## config.mk

```make
export PLATFORM = sky130hd
export DESIGN_NAME = bf_core_param
export DESIGN_NICKNAME = d
export VERILOG_FILES = /design/src/rtl/bf_pkg.sv /design/src/rtl/bf_loop_stack.sv /design/src/rtl/bf_core_param.sv
export SDC_FILE = /design/constraint.sdc
export NUM_CORES = 1
export LEC_CHECK = 0
export CAP_MARGIN = 0
export CORE_ASPECT_RATIO = 2
export CORE_MARGIN = 3
export CORE_UTILIZATION = 50
export CTS_CLUSTER_DIAMETER = 100
export DETAILED_ROUTE_END_ITERATION = 12
export HOLD_SLACK_MARGIN = 0.05
export PLACE_DENSITY = 0.77
export SYNTH_ARGS = -nofsm -noshare
export SYNTH_HDL_FRONTEND = slang
export SYNTH_SLANG_ARGS = --single-unit
```

## constraint.sdc

```tcl
create_clock -name clock -period 3 [get_ports clock]
set_input_delay 0.6 -clock clock [delete_from_list [all_inputs] [get_ports clock]]
set_output_delay 0.6 -clock clock [all_outputs]
set_load 0.02 [all_outputs]
```

## src/rtl/bf_pkg.sv

```systemverilog
`default_nettype none
// ============================================================================
//  Module   : bf_pkg
//  Purpose  : Shared types for the parametrised tape-machine core. Defines the
//             3-bit program opcode encoding and the core control states.
//  Ports    : none (package)
//  Revision : 1.0 - initial release
// ============================================================================
package bf_pkg;

  localparam int c_OPCODE_W = 3;

  // Opcode encoding as stored in program ROM.
  typedef enum logic [c_OPCODE_W-1:0] {
    OP_INC   = 3'd0,  // '+'
    OP_DEC   = 3'd1,  // '-'
    OP_RIGHT = 3'd2,  // '>'
    OP_LEFT  = 3'd3,  // '<'
    OP_LOOP  = 3'd4,  // '['
    OP_END   = 3'd5,  // ']'
    OP_OUT   = 3'd6,  // '.'
    OP_IN    = 3'd7   // ','
  } opcode_t;

  typedef enum logic [2:0] {
    ST_FETCH     = 3'd0,
    ST_EXEC      = 3'd1,
    ST_SKIP_FWD  = 3'd2,
    ST_SKIP_BACK = 3'd3,
    ST_OUT_WAIT  = 3'd4,
    ST_IN_WAIT   = 3'd5,
    ST_HALT      = 3'd6,
    ST_ERROR     = 3'd7
  } state_t;

endpackage
`default_nettype wire

```

## src/rtl/bf_loop_stack.sv

```systemverilog
`default_nettype none
// ============================================================================
//  Module   : bf_loop_stack
//  Purpose  : LIFO of loop-start program addresses. Holds the pc of each
//             entered '[' so that ']' can jump back in a single cycle.
//  Ports    : clock, reset_n (async, active low -> empty)
//             push, push_data : store push_data on top (ignored when full)
//             pop             : discard top entry (ignored when empty)
//             top             : current top entry (0 when empty)
//             full, empty     : occupancy flags
//  Revision : 1.0 - initial release
// ============================================================================
module bf_loop_stack #(
  parameter int PC_W  = 16,
  parameter int DEPTH = 16   // power of 2, >= 2
) (
  input  logic            clock,
  input  logic            reset_n,
  input  logic            push,
  input  logic            pop,
  input  logic [PC_W-1:0] push_data,
  output logic [PC_W-1:0] top,
  output logic            full,
  output logic            empty
);

  localparam int c_AW = (DEPTH > 1) ? $clog2(DEPTH) : 1;

  logic [PC_W-1:0] r_mem [DEPTH];
  logic [c_AW:0]   r_count;
  logic [c_AW-1:0] w_top_idx;

  assign w_top_idx = c_AW'(r_count - 1'b1);
  assign full      = (r_count == (c_AW+1)'(DEPTH));
  assign empty     = (r_count == '0);
  assign top       = empty ? '0 : r_mem[w_top_idx];

  always_ff @(posedge clock or negedge reset_n) begin
    if (!reset_n) begin
      r_count <= '0;
    end else if (push && !full) begin
      r_count <= r_count + 1'b1;
    end else if (pop && !empty) begin
      r_count <= r_count - 1'b1;
    end
  end

  // Storage needs no reset: entries are only read below r_count.
  always_ff @(posedge clock) begin
    if (push && !full) begin
      r_mem[r_count[c_AW-1:0]] <= push_data;
    end
  end

endmodule
`default_nettype wire

```

## src/rtl/bf_core_param.sv

```systemverilog
`default_nettype none
// ============================================================================
//  Module   : bf_core_param
//  Purpose  : Parametrised Brainfuck-style tape-machine core. Fetches 3-bit
//             opcodes from a combinational program ROM, operates on a
//             combinational-read tape RAM, and exchanges characters over
//             valid/ready channels. Reports sticky halt and error status.
//  Config   : BF_CORE_LOOP_STACK_EN - when defined, a hardware loop stack
//             makes ']' back-jumps single-cycle; otherwise ']' rescans the
//             program backwards to find its matching '['.
//  Ports    : clock, reset_n (async active low)
//             pc / pmem_data_read           : program ROM address / opcode
//             sp / tape_data_read           : tape address / cell at sp
//             tape_we / tape_data_write     : one-cycle tape write at sp
//             out_valid/out_ready/out_data  : output character channel
//             in_valid/in_ready/in_data     : input character channel
//             halted, error                 : sticky terminal status
//  Revision : 1.0 - initial release
// ============================================================================
module bf_core_param
  import bf_pkg::*;
#(
  parameter int CELL_W       = 8,
  parameter int SP_W         = 16,
  parameter int PC_W         = 16,
  parameter int PROG_LEN     = 4096,
  parameter int STACK_DEPTH  = 16,
  parameter int SKIP_DEPTH_W = 8
) (
  input  logic              clock,
  input  logic              reset_n,
  output logic [PC_W-1:0]   pc,
  input  logic [2:0]        pmem_data_read,
  output logic [SP_W-1:0]   sp,
  input  logic [CELL_W-1:0] tape_data_read,
  output logic              tape_we,
  output logic [CELL_W-1:0] tape_data_write,
  output logic              out_valid,
  input  logic              out_ready,
  output logic [CELL_W-1:0] out_data,
  input  logic              in_valid,
  output logic              in_ready,
  input  logic [CELL_W-1:0] in_data,
  output logic              halted,
  output logic              error
);

  localparam logic [PC_W-1:0]         c_PROG_END  = PC_W'(PROG_LEN);
  localparam logic [SKIP_DEPTH_W-1:0] c_DEPTH_MAX = '1;
  localparam logic [SKIP_DEPTH_W-1:0] c_DEPTH_ONE = SKIP_DEPTH_W'(1);

  state_t                  r_state;
  opcode_t                 r_op;
  logic [CELL_W-1:0]       r_cell;
  logic [PC_W-1:0]         r_pc;
  logic [SP_W-1:0]         r_sp;
  logic [SKIP_DEPTH_W-1:0] r_depth;
  logic                    r_tape_we;
  logic [CELL_W-1:0]       r_tape_wdata;
  logic                    r_out_valid;
  logic [CELL_W-1:0]       r_out_data;
  logic                    r_in_ready;
  logic                    r_halted;
  logic                    r_error;

  opcode_t           w_rom_op;
  logic              w_cell_nz;
  logic              w_at_end;
  logic [CELL_W-1:0] w_fetch_cell;

  assign w_rom_op  = opcode_t'(pmem_data_read);
  assign w_cell_nz = (r_cell != '0);
  assign w_at_end  = (r_pc == c_PROG_END);

  // The registered tape write lands at the end of the FETCH cycle that
  // follows it, with sp unchanged, so the RAM still shows the old value.
  // Forward the pending write data instead.
  assign w_fetch_cell = r_tape_we ? r_tape_wdata : tape_data_read;

`ifdef BF_CORE_LOOP_STACK_EN
  logic            w_push;
  logic            w_pop;
  logic            w_full;
  logic            w_empty;
  logic [PC_W-1:0] w_top;

  assign w_push = (r_state == ST_EXEC) && (r_op == OP_LOOP) && w_cell_nz && !w_full;
  assign w_pop  = (r_state == ST_EXEC) && (r_op == OP_END) && !w_cell_nz;

  bf_loop_stack #(
    .PC_W  (PC_W),
    .DEPTH (STACK_DEPTH)
  ) u_loop_stack (
    .clock     (clock),
    .reset_n   (reset_n),
    .push      (w_push),
    .pop       (w_pop),
    .push_data (r_pc),
    .top       (w_top),
    .full      (w_full),
    .empty     (w_empty)
  );
`else
  // The stack depth only matters when the loop stack is built.
  logic w_unused_cfg;
  assign w_unused_cfg = (STACK_DEPTH > 1);
`endif

  always_ff @(posedge clock or negedge reset_n) begin
    if (!reset_n) begin
      r_state      <= ST_FETCH;
      r_op         <= OP_INC;
      r_cell       <= '0;
      r_pc         <= '0;
      r_sp         <= '0;
      r_depth      <= '0;
      r_tape_we    <= 1'b0;
      r_tape_wdata <= '0;
      r_out_valid  <= 1'b0;
      r_out_data   <= '0;
      r_in_ready   <= 1'b0;
      r_halted     <= 1'b0;
      r_error      <= 1'b0;
    end else begin
      r_tape_we <= 1'b0;
      case (r_state)
        ST_FETCH: begin
          if (w_at_end) begin
            r_state  <= ST_HALT;
            r_halted <= 1'b1;
          end else begin
            r_op    <= w_rom_op;
            r_cell  <= w_fetch_cell;
            r_state <= ST_EXEC;
          end
        end

        ST_EXEC: begin
          r_state <= ST_FETCH;
          case (r_op)
            OP_INC: begin
              r_tape_we    <= 1'b1;
              r_tape_wdata <= r_cell + 1'b1;
              r_pc         <= r_pc + 1'b1;
            end
            OP_DEC: begin
              r_tape_we    <= 1'b1;
              r_tape_wdata <= r_cell - 1'b1;
              r_pc         <= r_pc + 1'b1;
            end
            OP_RIGHT: begin
              r_sp <= r_sp + 1'b1;
              r_pc <= r_pc + 1'b1;
            end
            OP_LEFT: begin
              r_sp <= r_sp - 1'b1;
              r_pc <= r_pc + 1'b1;
            end
            OP_LOOP: begin
              if (w_cell_nz) begin
`ifdef BF_CORE_LOOP_STACK_EN
                if (w_full) begin
                  r_state <= ST_ERROR;
                  r_error <= 1'b1;
                end else begin
                  r_pc <= r_pc + 1'b1;
                end
`else
                r_pc <= r_pc + 1'b1;
`endif
              end else begin
                r_depth <= c_DEPTH_ONE;
                r_pc    <= r_pc + 1'b1;
                r_state <= ST_SKIP_FWD;
              end
            end
            OP_END: begin
`ifdef BF_CORE_LOOP_STACK_EN
              if (w_cell_nz) begin
                if (w_empty) begin
                  r_state <= ST_ERROR;
                  r_error <= 1'b1;
                end else begin
                  r_pc <= w_top + 1'b1;
                end
              end else begin
                r_pc <= r_pc + 1'b1;
              end
`else
              if (w_cell_nz) begin
                if (r_pc == '0) begin
                  r_state <= ST_ERROR;
                  r_error <= 1'b1;
                end else begin
                  r_depth <= c_DEPTH_ONE;
                  r_pc    <= r_pc - 1'b1;
                  r_state <= ST_SKIP_BACK;
                end
              end else begin
                r_pc <= r_pc + 1'b1;
              end
`endif
            end
            OP_OUT: begin
              r_out_valid <= 1'b1;
              r_out_data  <= r_cell;
              r_state     <= ST_OUT_WAIT;
            end
            OP_IN: begin
              r_in_ready <= 1'b1;
              r_state    <= ST_IN_WAIT;
            end
            default: begin
              r_state <= ST_ERROR;
              r_error <= 1'b1;
            end
          endcase
        end

        // Forward scan for the ']' matching a skipped '['.
        ST_SKIP_FWD: begin
          if (w_at_end) begin
            r_state <= ST_ERROR;
            r_error <= 1'b1;
          end else begin
            case (w_rom_op)
              OP_LOOP: begin
                if (r_depth == c_DEPTH_MAX) begin
                  r_state <= ST_ERROR;
                  r_error <= 1'b1;
                end else begin
                  r_depth <= r_depth + 1'b1;
                  r_pc    <= r_pc + 1'b1;
                end
              end
              OP_END: begin
                r_depth <= r_depth - 1'b1;
                r_pc    <= r_pc + 1'b1;
                if (r_depth == c_DEPTH_ONE) begin
                  r_state <= ST_FETCH;
                end
              end
              default: r_pc <= r_pc + 1'b1;
            endcase
          end
        end

        // Backward scan for the '[' matching a taken ']'. Only reachable
        // without the loop stack.
        ST_SKIP_BACK: begin
`ifdef BF_CORE_LOOP_STACK_EN
          r_state <= ST_ERROR;
          r_error <= 1'b1;
`else
          case (w_rom_op)
            OP_END: begin
              if ((r_depth == c_DEPTH_MAX) || (r_pc == '0)) begin
                r_state <= ST_ERROR;
                r_error <= 1'b1;
              end else begin
                r_depth <= r_depth + 1'b1;
                r_pc    <= r_pc - 1'b1;
              end
            end
            OP_LOOP: begin
              if (r_depth == c_DEPTH_ONE) begin
                r_depth <= '0;
                r_pc    <= r_pc + 1'b1;
                r_state <= ST_FETCH;
              end else if (r_pc == '0) begin
                r_state <= ST_ERROR;
                r_error <= 1'b1;
              end else begin
                r_depth <= r_depth - 1'b1;
                r_pc    <= r_pc - 1'b1;
              end
            end
            default: begin
              if (r_pc == '0) begin
                r_state <= ST_ERROR;
                r_error <= 1'b1;
              end else begin
                r_pc <= r_pc - 1'b1;
              end
            end
          endcase
`endif
        end

        ST_OUT_WAIT: begin
          if (out_ready) begin
            r_out_valid <= 1'b0;
            r_pc        <= r_pc + 1'b1;
            r_state     <= ST_FETCH;
          end
        end

        ST_IN_WAIT: begin
          if (in_valid) begin
            r_in_ready   <= 1'b0;
            r_tape_we    <= 1'b1;
            r_tape_wdata <= in_data;
            r_pc         <= r_pc + 1'b1;
            r_state      <= ST_FETCH;
          end
        end

        ST_HALT, ST_ERROR: begin
          r_state <= r_state;
        end

        default: begin
          r_state <= ST_ERROR;
          r_error <= 1'b1;
        end
      endcase
    end
  end

  assign pc              = r_pc;
  assign sp              = r_sp;
  assign tape_we         = r_tape_we;
  assign tape_data_write = r_tape_wdata;
  assign out_valid       = r_out_valid;
  assign out_data        = r_out_data;
  assign in_ready        = r_in_ready;
  assign halted          = r_halted;
  assign error           = r_error;

endmodule
`default_nettype wire

```

==> flow_summary.json <==
{
  "status": "complete, no violations",
  "total_leakage_power_uw": 0.00282,
  "clkTransAtPathRegs_ns": 0.06,
  "power.density_cell_area_nw_per_um2": 354,
  "finalCritPeriodShare_pct": 92.6,
  "ctsHtreeMaxLevel": 3,
  "via_density_per_instance": 6.11,
  "min_period_ns": 2.78,
  "dr.first_iter.drc_count": 263,
  "synthesis.area_per_instance_sq_um": 8.46,
  "cts.hold.buffers_added": 0,
  "cell_area_synth_sq_um": 5260,
  "firstDrtPassIters": 5,
  "cts.sink_count": 75,
  "cts-root-buf": "sky130_fd_sc_hd__clkbuf_16",
  "place_hpwl_um": 10800,
  "layout_common_cells": "sky130_fd_sc_hd__nand2_1 (83), sky130_fd_sc_hd__dfrtp_1 (75), sky130_fd_sc_hd__clkdlybuf4s50_1 (74)",
  "drv.max_cap_violation_count": 0,
  "path_class": "flop to flop",
  "drtAntennaViolNets": 0,
  "vias": 5161,
  "endpoint_kind": "flop",
  "report.final.slew_viol_count": 0,
  "worstMarginPinSlew_ns": 0.979,
  "dieWidth_um": 78.6,
  "relSlewSlack_pct": 34.7,
  "layout.nets": 755,
  "vdd.ir_drop.worst_mv": 0.271,
  "holdCritPathClass": "primary input to async pin",
  "detail_route.drc_violations": 0,
  "crit-reg2reg-capture": "sp[15]$_DFFE_PN0P_",
  "clock_tree_from_tritoncts": "built",
  "die-area_sq_um": 11900,
  "yosys_register_bits": 75,
  "final.setup.tns_ns": 0,
  "routed_wl_um": 14700,
  "floorplan.initialDensity_pct": 51.5,
  "timing.critical_path.fanout_max": 12,
  "grt_usage_pct": 25.5,
  "post_drt_wl_per_cell_um": 17.4,
  "final_util_pct": 64.5,
  "floorplan.die.height_um": 151,
  "final_setup_violating_endpoints": 0,
  "grt_pass1_wl_um": 24300,
  "n_fill_cell": 870,
  "synth_warnings": 0,
  "worst_reg2reg_path_length_in_cells": 12,
  "clock_skew_ns": 0.00704,
  "sequential_share_of_the_synthesized_area_pct": 35.7,
  "buffer_ports.inserted": 75,
  "cts_buffers": 9,
  "number_of_global_route_vias_before_repair": 5107,
  "gp_congestion": 0.987,
  "layout.cells.most_common": "sky130_fd_sc_hd__nand2_1",
  "unrepaired_setup_endpoints_after_global_routing": "false",
  "grt_start_max_net_pins": 76,
  "coreArea_sq_um": 10200,
  "boundaryPins": 76,
  "syn_inst": 622,
  "gr-total-overflow": 0,
  "initial_antenna_violation_count": 0,
  "rows": 52,
  "drive_above_1_share_pct": 10.0,
  "cts.path.max_buffers": 2,
  "worst-r2r-setup-slack_ns": 0.22,
  "synth_nets": 673,
  "antenna_cells_inserted": 0,
  "ys.flop_type": "sky130_fd_sc_hd__dfrtp_1",
  "clock_insertion_delay_worst_skew_ns": 0.34,
  "synth_edf_count": 0,
  "clock.fmax_mhz": 360,
  "cp_data_arrival_time_ns": 3.00,
  "rr_startpoint": "r_op[1]$_DFFE_PN0P_",
  "cp_data_required_time_ns": 3.22,
  "synthArstFlopShare_pct": 100,
  "timing_hold_violations_final": 0,
  "post_synth_num_cell_types": 70,
  "worst_setup_path_start_kind": "flop",
  "synthToLayoutAreaGrowth_pct": 25.2
}
logic make-up after synthesis:
| kind of cell | count (synthesis) | synth area share, % |
|---|---|---|
| adders and majority gates | 28 | 6.94 |
| DFF | 75 | 35.7 |
| buffers and inverters | 56 | 4.40 |
| and+or+nand+nor | 227 | 21.3 |
| xor gates and xnor gates | 24 | 3.99 |
| muxes | 20 | 4.06 |
| AOI/OAI and AO/OA | 192 | 23.6 |
worst max path at each step:
| stage | startpoint | end | depth (start not counted) |
|---|---|---|---|
| floorplan | r_op[0]$_DFFE_PN0P_ | tape_data_write[7]$_DFFE_PN0P_ | 10 |
| global placement | r_op[1]$_DFFE_PN0P_ | sp[10]$_DFFE_PN0P_ | 11 |
| detailed placement | r_op[1]$_DFFE_PN0P_ | sp[13]$_DFFE_PN0P_ | 11 |
| CTS | r_op[1]$_DFFE_PN0P_ | sp[10]$_DFFE_PN0P_ | 11 |
| global route | r_op[1]$_DFFE_PN0P_ | sp[15]$_DFFE_PN0P_ | 11 |
| finish | r_op[1]$_DFFE_PN0P_ | sp[15]$_DFFE_PN0P_ | 12 |
stage by stage:
| step | cells | instance area [sq um] | power, uW | worst slack (ns) | hold slack [ns] |
|---|---|---|---|---|---|
| 6_report | 844 | 6590 | 2330 | 0.222 | 0.416 |
| 5_1_grt | 844 | 6590 | 2410 | 0.0180 | 0.493 |
| 4_1_cts | 841 | 6560 | 2340 | 0.0638 | 0.460 |
| 3_5_place_dp | 825 | 6250 | 1190 | 0.0802 | 0.469 |
| 3_3_place_gp | 825 | 6250 | 1190 | 0.203 | 0.457 |
| 2_1_floorplan | 622 | 5260 | 1120 | 0.128 | 0.304 |
cells in the mapped netlist (6+ instances only):
master | count | area share, %
sky130_fd_sc_hd__nand2_1 | 83 | 5.9
sky130_fd_sc_hd__dfrtp_1 | 75 | 36
sky130_fd_sc_hd__a21oi_1 | 48 | 4.6
sky130_fd_sc_hd__o21ai_0 | 46 | 4.4
sky130_fd_sc_hd__nor2_1 | 45 | 3.2
sky130_fd_sc_hd__ha_1 | 26 | 6.2
sky130_fd_sc_hd__clkbuf_1 | 23 | 1.6
sky130_fd_sc_hd__inv_1 | 20 | 1.4
sky130_fd_sc_hd__nor3_1 | 19 | 1.8
sky130_fd_sc_hd__nand3_1 | 14 | 1.3
sky130_fd_sc_hd__xnor2_1 | 12 | 2.0
sky130_fd_sc_hd__xor2_1 | 12 | 2.0
sky130_fd_sc_hd__nand4_1 | 11 | 1.3
sky130_fd_sc_hd__a31oi_1 | 10 | 1.2
sky130_fd_sc_hd__nor2b_1 | 10 | 1.2
sky130_fd_sc_hd__a22o_1 | 9 | 1.5
sky130_fd_sc_hd__mux2i_1 | 9 | 1.7
sky130_fd_sc_hd__o21ai_1 | 9 | 0.86
sky130_fd_sc_hd__buf_2 | 8 | 0.76
sky130_fd_sc_hd__mux2_2 | 8 | 1.7
sky130_fd_sc_hd__o22ai_1 | 7 | 0.83
sky130_fd_sc_hd__a21o_1 | 6 | 0.86
sky130_fd_sc_hd__and3_1 | 6 | 0.71
sky130_fd_sc_hd__nor3b_1 | 6 | 0.86
sky130_fd_sc_hd__o41ai_1 | 6 | 1.0
flip-flops by register name, summed over array words and instances, names as in the netlist:
name,cells
r_depth,8
r_cell,8
r_op,3
out_valid,1
sp,16
r_state,3
in_ready,1
error,1
pc,16
halted,1
tape_data_write,8
tape_we,1
out_data,8
layer usage:
layer	global-route usage (%)	up-vias	routed length (um)
met3	4.11	49	629
met2	47.4	193	8000
li1	-	2452	-
met4	12.0	0	563
met5	0	-	0
met1	27.8	2467	5530
report_power, final:
part           internal, uW  total, uW  switching, uW
Combinational          70.4        158           87.1
Clock                   726       1150            426
Sequential             1020       1020           6.15
Total                  1810       2330            519
worst max-delay path: stages, from the launching register on:
cell and delay [ns]:
sky130_fd_sc_hd__dfrtp_1 0.44, sky130_fd_sc_hd__nor2b_1 0.17, sky130_fd_sc_hd__nand2_1 0.14, sky130_fd_sc_hd__clkinvlp_4 0.26, sky130_fd_sc_hd__buf_4 0.22, sky130_fd_sc_hd__ha_1 0.31
sky130_fd_sc_hd__and4_1 0.19, sky130_fd_sc_hd__o211ai_1 0.13, sky130_fd_sc_hd__o221ai_1 0.16, sky130_fd_sc_hd__a31oi_1 0.24, sky130_fd_sc_hd__xor2_1 0.17, sky130_fd_sc_hd__nor2_1 0.07
sky130_fd_sc_hd__xor2_1 0.15
area by class of cell:
cell class | instances | area (sq um) | share of cell area (%)
Multi-Input combinational cell | 491 | 3160 | 47.9
Sequential cell | 75 | 1880 | 28.5
Timing Repair Buffer | 106 | 993 | 15.1
Clock buffer | 11 | 233 | 3.53
Tap cell | 135 | 169 | 2.56
Inverter | 21 | 82.6 | 1.25
Clock inverter | 5 | 77.6 | 1.18
what timing repair did:
action / 4_1_cts / 5_1_grt
gates resized for setup: 0 / 4
endpoints found under the setup margin: 0 / 7
buffers inserted: 0 / 3
No activity file was read; power rests on OpenSTA's default activity.
